<file path="config.mk">
export PLATFORM = sky130hd
export DESIGN_NAME = shared_arith_sequencer
export DESIGN_NICKNAME = d
export VERILOG_FILES = /design/src/rtl/shared_arith_sequencer.sv
export SDC_FILE = /design/constraint.sdc
export NUM_CORES = 1
export LEC_CHECK = 0
export BUFFER_PORTS_ARGS = -buffer_cell sky130_fd_sc_hd__buf_2
export CAP_MARGIN = 10
export CORE_MARGIN = 3
export CORE_UTILIZATION = 55
export CTS_CLUSTER_SIZE = 16
export DETAILED_ROUTE_END_ITERATION = 10
export GPL_TIMING_DRIVEN = 0
export PLACE_DENSITY = 0.8
export SLEW_MARGIN = 10
export SYNTH_ARGS = -nofsm -noshare
export SYNTH_HDL_FRONTEND = slang
export SYNTH_SLANG_ARGS = --single-unit
</file>
<file path="constraint.sdc">
create_clock -name CLK -period 5.1 [get_ports CLK]
set_clock_uncertainty 0.05 [all_clocks]
set_input_delay 0.51 -clock CLK [delete_from_list [all_inputs] [get_ports CLK]]
set_output_delay 0.51 -clock CLK [all_outputs]
set_load 0.02 [all_outputs]
</file>
<file path="src/rtl/shared_arith_sequencer.sv">
// Multi-cycle compare/arith sequencer: one WIDTH+1-bit adder/subtractor is time-shared
// between the A<B / A==B compare step and the +/-ADD_K step, scheduled by a 4-state FSM.
module shared_arith_sequencer #(
    parameter int WIDTH = 17,
    parameter int ADD_K = 2,
    parameter int SHIFT = 2
) (
    input  logic             CLK,
    input  logic             RST,
    input  logic [WIDTH-1:0] IN1,
    input  logic [WIDTH-1:0] IN2,
    input  logic             IN_VALID,
    output logic             IN_READY,
    output logic [WIDTH-1:0] OUT1,
    output logic [WIDTH-1:0] OUT2,
    output logic             OUT_VALID,
    input  logic             OUT_READY,
    output logic [7:0]       DONE_CNT
);

    typedef enum logic [1:0] {S_IDLE, S_CMP, S_OP, S_DONE} state_t;

    localparam logic [WIDTH:0] K_EXT = (WIDTH + 1)'(ADD_K);

    state_t           r_state;
    logic [WIDTH-1:0] r_a;
    logic [WIDTH-1:0] r_b;
    logic             r_lt;
    logic             r_eq;
    logic [WIDTH-1:0] r_out1;
    logic [WIDTH-1:0] r_out2;
    logic             r_out_valid;
    logic [7:0]       r_done_cnt;

    logic [WIDTH:0]   w_rhs;
    logic [WIDTH:0]   w_rhs_sel;
    logic             w_sub;
    logic [WIDTH:0]   w_sum;
    logic [WIDTH-1:0] w_shifted;

    // Operand mux for the single adder: CMP subtracts B, OP adds or subtracts ADD_K.
    always_comb begin
        w_sub = 1'b1;
        w_rhs = {1'b0, r_b};
        if (r_state == S_OP) begin
            w_rhs = K_EXT;
            w_sub = !r_lt;
        end
    end

    assign w_rhs_sel = w_sub ? ~w_rhs : w_rhs;
    assign w_sum     = {1'b0, r_a} + w_rhs_sel + {{WIDTH{1'b0}}, w_sub};
    assign w_shifted = r_eq ? (r_b << SHIFT) : (r_b >> SHIFT);

    always_ff @(posedge CLK) begin
        if (RST) begin
            r_state     <= S_IDLE;
            r_a         <= '0;
            r_b         <= '0;
            r_lt        <= 1'b0;
            r_eq        <= 1'b0;
            r_out1      <= '0;
            r_out2      <= '0;
            r_out_valid <= 1'b0;
            r_done_cnt  <= '0;
        end else begin
            case (r_state)
                S_IDLE: begin
                    if (IN_VALID) begin
                        r_a     <= IN1;
                        r_b     <= IN2;
                        r_state <= S_CMP;
                    end
                end
                S_CMP: begin
                    // Zero-extended A-B goes negative (top bit set) exactly when A<B.
                    r_lt    <= w_sum[WIDTH];
                    r_eq    <= (w_sum == '0);
                    r_state <= S_OP;
                end
                S_OP: begin
                    r_out1      <= w_sum[WIDTH-1:0];
                    r_out2      <= w_shifted;
                    r_out_valid <= 1'b1;
                    r_state     <= S_DONE;
                end
                S_DONE: begin
                    if (r_out_valid && OUT_READY) begin
                        r_out_valid <= 1'b0;
                        r_done_cnt  <= r_done_cnt + 8'd1;
                        r_state     <= S_IDLE;
                    end
                end
                default: r_state <= S_IDLE;
            endcase
        end
    end

    assign IN_READY  = (r_state == S_IDLE);
    assign OUT1      = r_out1;
    assign OUT2      = r_out2;
    assign OUT_VALID = r_out_valid;
    assign DONE_CNT  = r_done_cnt;

endmodule
</file>
==> results of run 1 <==
## layout make-up
cell class,count,share of cell area (%)
plain buffers,31,2.65
clock buffers,9,2.57
clock inverters,7,1.09
inverters,10,0.779
multi-input cells,373,48.4
flip-flops and latches,81,33.7
well taps,96,2.49
repair buffers,80,8.31
## registers in the layout, indices dropped and copies added (netlist names)
register   cells
r_a           17
OUT1          17
OUT2          17
r_eq           1
DONE_CNT       8
r_b           17
r_lt           1
OUT_VALID      1
r_state        2
## power breakdown
group	switching [W]	internal [W]	total, W
Sequential	0.000106	0.000768	0.000874
Clock	0.000252	0.000181	0.000433
Combinational	0.000941	0.000588	0.00153
## path summary, 6_finish.rpt
| check | to | slack (ns) |
|---|---|---|
| hold / removal | r_a[12] | 0.33 |
| hold reg to reg | r_a[16] | 0.42 |
| setup / recovery | r_eq | 0.50 |
| setup reg to reg | r_eq | 0.50 |
## cells by family after synthesis
family                   share of synthesized area, %
AO/OA/AOI/OAI                                    17.9
AND/OR/NAND/NOR                                  19.9
XOR/XNOR                                         4.25
flip-flops                                       39.4
adder cells (fa/ha/maj)                          7.77
buffers and inverters                            4.01
multiplexers                                     6.83
## layout by cell type (no fill, tap or decap), drive strengths merged, types with 8 or more instances in the layout
master	n
nand2	88
xnor2	8
nor2	50
inv	13
buf	84
dfxtp	81
xor2	12
mux2i	27
a211oi	16
a21oi	66
clkbuf	36
ha	24
## worst max-delay path: stages, from the launching register on
cell and delay, ns:
dfxtp_1 0.39, inv_1 0.10, ha_1 0.20, buf_4 0.18, inv_2 0.07, clkbuf_1 0.40
buf_1 0.39, a21oi_1 0.17, ha_1 0.30, clkbuf_1 0.31, nand2_1 0.15, or3_1 0.38
o21ai_1 0.29, xor2_1 0.14, or4b_1 0.56, nor4_1 0.30, a21o_1 0.16
## per-stage QoR
step | power, W | area, um2 | instances
floorplan | 0.00200 | 4120 | 495
global placement | 0.00237 | 4640 | 671
detailed placement | 0.00240 | 4640 | 671
CTS | 0.00283 | 4820 | 687
global route | 0.00306 | 4820 | 687
finish | 0.00284 | 4820 | 687
## per-layer routing
layer / global-route usage (%) / part of all wire [%] / up-vias
li1: - / - / 1899
met1: 34.8 / 45 / 1722
met2: 42.1 / 47 / 111
met3: 3.82 / 6.6 / 17
met4: 7.30 / 1.5 / 0
met5: 0 / 0 / -
==> key figures, run 1 <==
Synthesis
  • Post-synth EDFFs: 0
  • Syn Inst Count: 495
  • Synth Flop Type: dfxtp_1
  • Sequential cell area fraction in the yosys report: 39.4%
  • Most numerous cell in the Yosys netlist: nand2_1
  • Syn avg cell area: between 8 and 9 um2
  • FFs w/ async S/R, synth: 0%
  • Netlist cell types: 55
  • Synthesis warning total: 0
  • Mapped Area: 4120 um2
  • Mapped Nets: between 500 and 600
  • Biggest area consumer among synthesized cells: dfxtp_1
  • Synth area leaders: dfxtp_1, a21oi_1, nand2_1, ha_1, mux2i_1
  • Synth Register Bits: just over 80
  • Top-area cell type share of the netlist area: 39.4%
  • Post-synth top cells: nand2_1, dfxtp_1, a21oi_1

GRT
  • First-pass GRT wire length: between 15 and 20 mm
  • Overflow left after global routing: 0
  • Vias in the first global route: 3542
  • Largest net degree at the start of global routing: 16
  • Initial antenna violation count: 0
  • GR Util All Layers: 25.6%

Setup path
  • Crit-path max FO: 10
  • Crit start category: flip-flop
  • Worst Setup SP: r_state[0]
  • Crit. End Element: flip-flop
  • R2R depth: 16
  • R2R Path Start: r_state[0]
  • Critical Path RT: 5.36 ns
  • CP arrival: 4.85 ns
  • CP Class: flip-flop to flip-flop

Floorplanning
  • Die ar.: 8570 um2
  • Die Y: about 90 um
  • Site Rows: 30
  • Die X: between 90 and 100 um
  • Initial Util: 58.7%
  • IO Pins: 82
  • Core area: 7020 um2

Clock network
  • Clk buf depth: 2
  • TritonCTS clock tree: yes
  • Num CTS Buffers: 9
  • CTS HTree Levels: 3
  • Post-CTS Setup Inserts: 0
  • Root Buffer: clkbuf_8
  • Clock Latency Late Sink: 0.36 ns
  • Clk pin slew, worst setup/hold paths: approximately 0.09 ns
  • Clock sinks: 81
  • # resized after CTS: 0
  • Hold buffer count at CTS: 0

Hold path
  • Worst hold path type: input port to flip-flop
  • Min-Delay Path Depth: 3
  • HP Start: IN1[12]

Detailed routing
  • # DRC: 0
  • DR iter-0 viols: between 200 and 250
  • 1st-pass router iterations: 4
  • DR WL/cell: 15.5 um
  • Vias: 3749
  • Routed WL: 10.6 mm
  • Vias/cell: 5.46
  • Antenna viol nets, final: 0

Power
  • Leak pwr: between 2 and 2.5 nW
  • Pwr Density: 589 nW/um2
  • VDD IR max: 0.000249 V

STA
  • Final Slew Violations: 0
  • Hold Worst Slack: between 0.3 and 0.4 ns
  • Final Worst Setup Slack: slightly above 0.5 ns
  • Final setup vio count: 0
  • Max-slew headroom: between 50% and 60%
  • Post-layout min period: 4.60 ns
  • Worst slew pin tran: 0.719 ns
  • Setup TNS: 0 ns
  • Final period util: 90.1%
  • Final hold viol count: 0
  • RSZ-0062 raised after global routing: no
  • Max frequency: 218 MHz

Job
  • Max Cap Violations: 0

Place
  • DPL Wire Length: approximately 8.4 mm
  • Place WS: 0.561 ns
  • RD Place Congestion: just under 0.9
  • Port Buffers: 80

Layout
  • Post-layout util: 68.6%
  • Nets: 649
  • Fillers: 619
  • Layout cells sized above 1: 18.1%
  • FF+latch area: 1620 um2
  • Area occupied by multi-input gates: 2330 um2
  • Antenna fix cells: 0
  • Area delta synth->final: 16.9%

Outcome
  • Run status: finished, final reports clean
Power figures use the tool's default switching activity.
==> run 2, diff against run 1 <==
Settings changed: BUFFER_PORTS_ARGS -buffer_cell sky130_fd_sc_hd__buf_2 to unset, CORE_UTILIZATION 55 to 57, DONT_BUFFER_PORTS set to 1, PLACE_DENSITY 0.8 to 0.72.
==> key figures, run 2 (synthesized netlist as in run 1, its figures left out) <==
Outcome
  • Run status: finished, final reports clean

Layout
  • Commonest non-fill, non-tap cell in the layout: nand2_1
  • Area delta synth->final: 8.38%
  • Antenna fix cells: 0 (unchanged)
  • Nets: 569 (-12%)
  • Fillers: 647 (+4.5%)
  • Layout cells sized above 1: 5.28% (-13 points)
  • Most frequent cells in the layout: nand2_1, dfxtp_1, a21oi_1
  • Cell area after layout: 4470 um2 (-7.3%)

Setup path
  • Crit-path max FO: 10 (unchanged)
  • CP arrival: 4.94 ns (+0.09 ns)
  • Crit. End Element: flip-flop
  • Crit start category: flip-flop
  • CP Class: flip-flop to flip-flop
  • Critical Path RT: 5.36 ns (about the same)

Power
  • Pwr Density: 639 nW/um2 (+8.5%)
  • VDD IR max: 0.000296 V (+19%)
  • Leak pwr: 1.66 nW (-18%)

Clock network
  • CTS HTree Levels: 3 (unchanged)
  • Hold buffer count at CTS: 0 (unchanged)
  • Num CTS Buffers: 9 (unchanged)
  • Root Buffer: clkbuf_8
  • Clock sinks: 81 (unchanged)
  • # resized after CTS: 0 (unchanged)
  • TritonCTS clock tree: yes
  • Clock Latency Late Sink: 0.36 ns (about the same)
  • Clk buf depth: 2 (unchanged)
  • Clk pin slew, worst setup/hold paths: 0.09 ns (about the same)
  • Post-CTS Setup Inserts: 0 (unchanged)

STA
  • Final Slew Violations: 0 (unchanged)
  • RSZ-0062 raised after global routing: no
  • Max frequency: 214 MHz (-1.8%)
  • Final period util: 91.7% (+1.6 points)
  • Post-layout min period: 4.68 ns (+0.0829 ns)
  • Final setup vio count: 0 (unchanged)
  • Setup TNS: 0 ns (unchanged)
  • Max-slew headroom: 53.1% (+1.0 points)
  • Final hold viol count: 0 (unchanged)
  • Worst slew pin tran: 0.704 ns (-0.0153 ns)

Detailed routing
  • 1st-pass router iterations: 5 (+1)
  • DR iter-0 viols: 161 (-21%)
  • Vias/cell: 5.67 (+3.9%)
  • Vias: 3442 (-8.2%)
  • DR WL/cell: 16.7 um (+8.2%)
  • # DRC: 0 (unchanged)
  • Antenna viol nets, final: 0 (unchanged)
  • Routed WL: 10.2 mm (-4.4%)

Place
  • Port Buffers: 0 (-100%)
  • Dpl cell area: 4240 um2 (-8.6%)
  • DPL Wire Length: 7.80 mm (-6.7%)
  • RD Place Congestion: 0.904 (+3.7%)

GRT
  • Vias in the first global route: 3245 (-8.4%)
  • Largest net degree at the start of global routing: 16 (unchanged)
  • GR Util All Layers: 24.9% (-0.64 points)
  • Initial antenna violation count: 0 (unchanged)
  • Overflow left after global routing: 0 (unchanged)
  • First-pass GRT wire length: 16.4 mm (-6.1%)

Floorplanning
  • Die Y: 91.0 um (-1.7%)
  • Initial Util: 59.7% (+0.96 points)
  • IO Pins: 82 (unchanged)
  • Die ar.: 8280 um2 (-3.3%)
  • Core area: 6910 um2 (-1.6%)
  • Die X: 91.0 um (-1.7%)
  • Site Rows: 30 (unchanged)

Hold path
  • Worst hold path type: input port to flip-flop

Job
  • Max Cap Violations: 0 (unchanged)
-- run 2: where the power goes --
part | switching (W) | internal, W | total (W)
logic | 0.000820 | 0.000528 | 0.00135
registers | 0.000209 | 0.000768 | 0.000977
clock network | 0.000248 | 0.000280 | 0.000527
total | 0.00128 | 0.00158 | 0.00285
-- run 2: final cells by class --
type	instances	area [um2]	area share, %
multi-input cells	373	2330	52.3
flip-flops and latches	81	1620	36.3
plain buffers	31	128	2.86
clock buffers	9	124	2.77
well taps	96	120	2.69
clock inverters	7	101	2.27
inverters	10	37.5	0.841
-- run 2: path summary, 6_finish.rpt --
path | from | endpoint | slack (ns) | depth (start not counted)
min | IN1[16] | r_a[16] | 0.22 | 2
max reg2reg | r_state[0] | r_eq | 0.42 | 16
min reg2reg | r_a[7] | r_a[7] | 0.41 | 2
max | r_state[0] | r_eq | 0.42 | 16
-- run 2: layer usage --
metal	track usage [%]	part of all wire [%]	wire length (um)
met1	33.3	46	4670
met2	39.4	46	4670
met3	4.72	6.0	611
met4	10.4	2.1	210
met5	0	0	0
-- run 2: critical path, stage by stage, from the launching register on --
cell and delay (ns):
dfxtp_1 0.40, inv_1 0.11, ha_1 0.22, buf_4 0.18, inv_2 0.08, clkbuf_1 0.40
clkbuf_1 0.38, a21oi_1 0.19, ha_1 0.43, nand4_1 0.22, a2111oi_4 0.38, nor3_4 0.11
o21ai_1 0.28, xor2_1 0.15, or4b_1 0.57, nor4_1 0.30, a21o_1 0.16
-- run 2: metrics by stage --
stage	power [W]	worst slack, ns	util, %	std cells	hold WS, ns
after floorplan	0.00200	1.32	-	495	0.391
after global placement	0.00230	0.548	61.4	591	0.403
after detailed placement	0.00232	0.506	61.4	591	0.408
after CTS	0.00285	0.462	64.7	607	0.213
after global routing	0.00306	0.143	64.7	607	0.220
final	0.00285	0.422	64.7	607	0.221
==> run 3, diff against run 2 <==
Settings changed: PLACE_DENSITY 0.72 to unset, PLACE_DENSITY_LB_ADDON set to 0.2, SETUP_SLACK_MARGIN set to 0.4.
==> key figures, run 3 (synthesized netlist as in run 1, its figures left out) <==
STA
  • Max frequency: 235 MHz (+10%)
  • Final Slew Violations: 0 (unchanged)
  • Final setup vio count: 0 (unchanged)
  • Worst slew pin tran: 0.728 ns (+0.0241 ns)
  • RSZ-0062 raised after global routing: no
  • Final period util: 83.3% (-8.5 points)
  • Max-slew headroom: 51.5% (-1.6 points)
  • Post-layout min period: 4.25 ns (-0.431 ns)
  • Final hold viol count: 0 (unchanged)
  • Setup TNS: 0 ns (unchanged)

Layout
  • Fillers: 664 (+2.6%)
  • Most frequent cells in the layout: nand2_1, dfxtp_1, a21oi_1
  • Layout cells sized above 1: 5.68% (+0.39 points)
  • Non-Filler Instances: 607 (unchanged)
  • Commonest non-fill, non-tap cell in the layout: nand2_1
  • Area delta synth->final: 7.96%
  • Nets: 569 (unchanged)
  • Antenna fix cells: 0 (unchanged)

Detailed routing
  • Met3 Wirelength: 625 um (+2.3%)
  • Met1 wire length: 4.71 mm (+0.68%)
  • # DRC: 0 (unchanged)
  • Vias: 3496 (+1.6%)
  • DR iter-0 viols: 298 (+85%)
  • Top Metal Used: met4
  • Vias/cell: 5.76 (+1.6%)
  • Antenna viol nets, final: 0 (unchanged)
  • 1st-pass router iterations: 5 (unchanged)
  • Met2 Wirelength: 4.59 mm (-1.7%)
  • DR WL/cell: 16.6 um (-0.61%)
  • Routed WL: 10.1 mm (-0.61%)

Setup path
  • Crit-path max FO: 10 (unchanged)
  • Family with the most delay on the worst path: simple AND/OR/NAND/NOR gates
  • FF-to-FF setup slack: 0.85 ns (+0.43 ns)
  • CP Class: flip-flop to flip-flop
  • CP arrival: 4.51 ns (-0.43 ns)
  • CP Cell Sequence: inv_1 > ha_1 > buf_4 > inv_2 > clkbuf_2 > clkbuf_2 > a21oi_1 > ha_1 > nand4_1 > a2111oi_4 > nor3_4 > o21ai_1 > xor2_1 > or4b_1 > nor4_1 > a21o_1
  • CP peak stage delay: 0.57 ns (about the same)
  • Slowest cell on crit path: or4b_1
  • CP bufs+invs: 5 (unchanged)
  • Crit. End Element: flip-flop
  • Critical Path RT: 5.36 ns (about the same)
  • Crit start category: flip-flop

Clock network
  • Clock Latency Late Sink: 0.36 ns (about the same)
  • TritonCTS clock tree: yes
  • Clk buf depth: 2 (unchanged)
  • Num CTS Buffers: 9 (unchanged)
  • Post-CTS Setup Inserts: 0 (unchanged)
  • CTS HTree Levels: 3 (unchanged)
  • Clock sinks: 81 (unchanged)
  • Clk pin slew, worst setup/hold paths: 0.09 ns (about the same)
  • Root Buffer: clkbuf_8

GRT
  • First-pass GRT wire length: 16.7 mm (+1.8%)
  • Vias in the first global route: 3282 (+1.1%)
  • GR Util All Layers: 25.2% (+0.25 points)
  • Overflow left after global routing: 0 (unchanged)
  • Initial antenna violation count: 0 (unchanged)
  • Largest net degree at the start of global routing: 15 (-1)

Place
  • Placed cell count: 591 (unchanged)
  • RD Place Congestion: 0.926 (+2.4%)
  • Port Buffers: 0 (unchanged)
  • DPL Wire Length: 7.85 mm (+0.67%)

Floorplanning
  • Site Rows: 30 (unchanged)
  • IO Pins: 82 (unchanged)
  • Die X: 91.0 um (unchanged)
  • Die Y: 91.0 um (unchanged)
  • Die ar.: 8280 um2 (unchanged)
  • Core area: 6910 um2 (unchanged)
  • Initial Util: 59.7% (unchanged)

Job
  • Max Cap Violations: 0 (unchanged)

Outcome
  • Run status: finished, final reports clean

Power
  • Leak pwr: 1.66 nW (-0.16%)
  • Power Total: 0.00282 W (-1.2%)
  • VDD IR max: 0.000264 V (-11%)
  • Pwr Density: 634 nW/um2 (-0.81%)

Hold path
  • Worst hold path type: input port to flip-flop
==> run 3: cell types whose count changed in the layout (fill, tap and decap cells not counted), sizes merged <==
cell    before  now
bufinv       2    1
buf          4    3
clkbuf      36   39
inv         12   11
==> run 3: repair_timing <==
item / CTS / global route
hold buffers: 0 / 0
gates resized for setup: 0 / 5
endpoints found under the setup margin: 0 / 2
endpoints found under the hold margin: 0 / 0
==> run 3: layout make-up <==
class / instances / area, um2 / area share, %
Inverter: 10 / 37.5 / 0.844
Clock inverter: 5 / 62.6 / 1.41
Sequential cell: 81 / 1620 / 36.5
Multi-Input combinational cell: 373 / 2330 / 52.5
Buffer: 31 / 131 / 2.95
Tap cell: 96 / 120 / 2.70
Clock buffer: 11 / 141 / 3.18
==> run 3: stage by stage <==
step / hold slack, ns / worst slack (ns) / utilization, % / cell area, um2
floorplan: 0.391 / 1.32 / - / 4120
global placement: 0.401 / 0.609 / 61.4 / 4240
detailed placement: 0.408 / 0.600 / 61.4 / 4240
CTS: 0.218 / 0.550 / 64.3 / 4440
global route: 0.211 / 0.504 / 64.4 / 4450
finish: 0.224 / 0.853 / 64.4 / 4450
==> run 3: per-layer routing <==
layer,global-route usage (%),vias to the layer above
met4,7.16,0
met1,34.5,1628
met5,0,-
li1,-,1741
met3,6.38,17
met2,39.2,110
==> run 3: path summary, 6_finish.rpt <==
| check | startpoint | end | cells after the start |
|---|---|---|---|
| max | r_state[0] | r_eq | 16 |
| min | IN2[0] | r_b[0] | 2 |
| max reg2reg | r_state[0] | r_eq | 16 |
| min reg2reg | r_a[7] | r_a[7] | 2 |
==> run 3: report_power, final <==
part	leakage [nW]	switching (W)	internal (W)
Sequential	0.660	0.000206	0.000768
Combinational	0.899	0.000829	0.000531
Clock	0.0962	0.000242	0.000242
Total	1.66	0.00128	0.00154
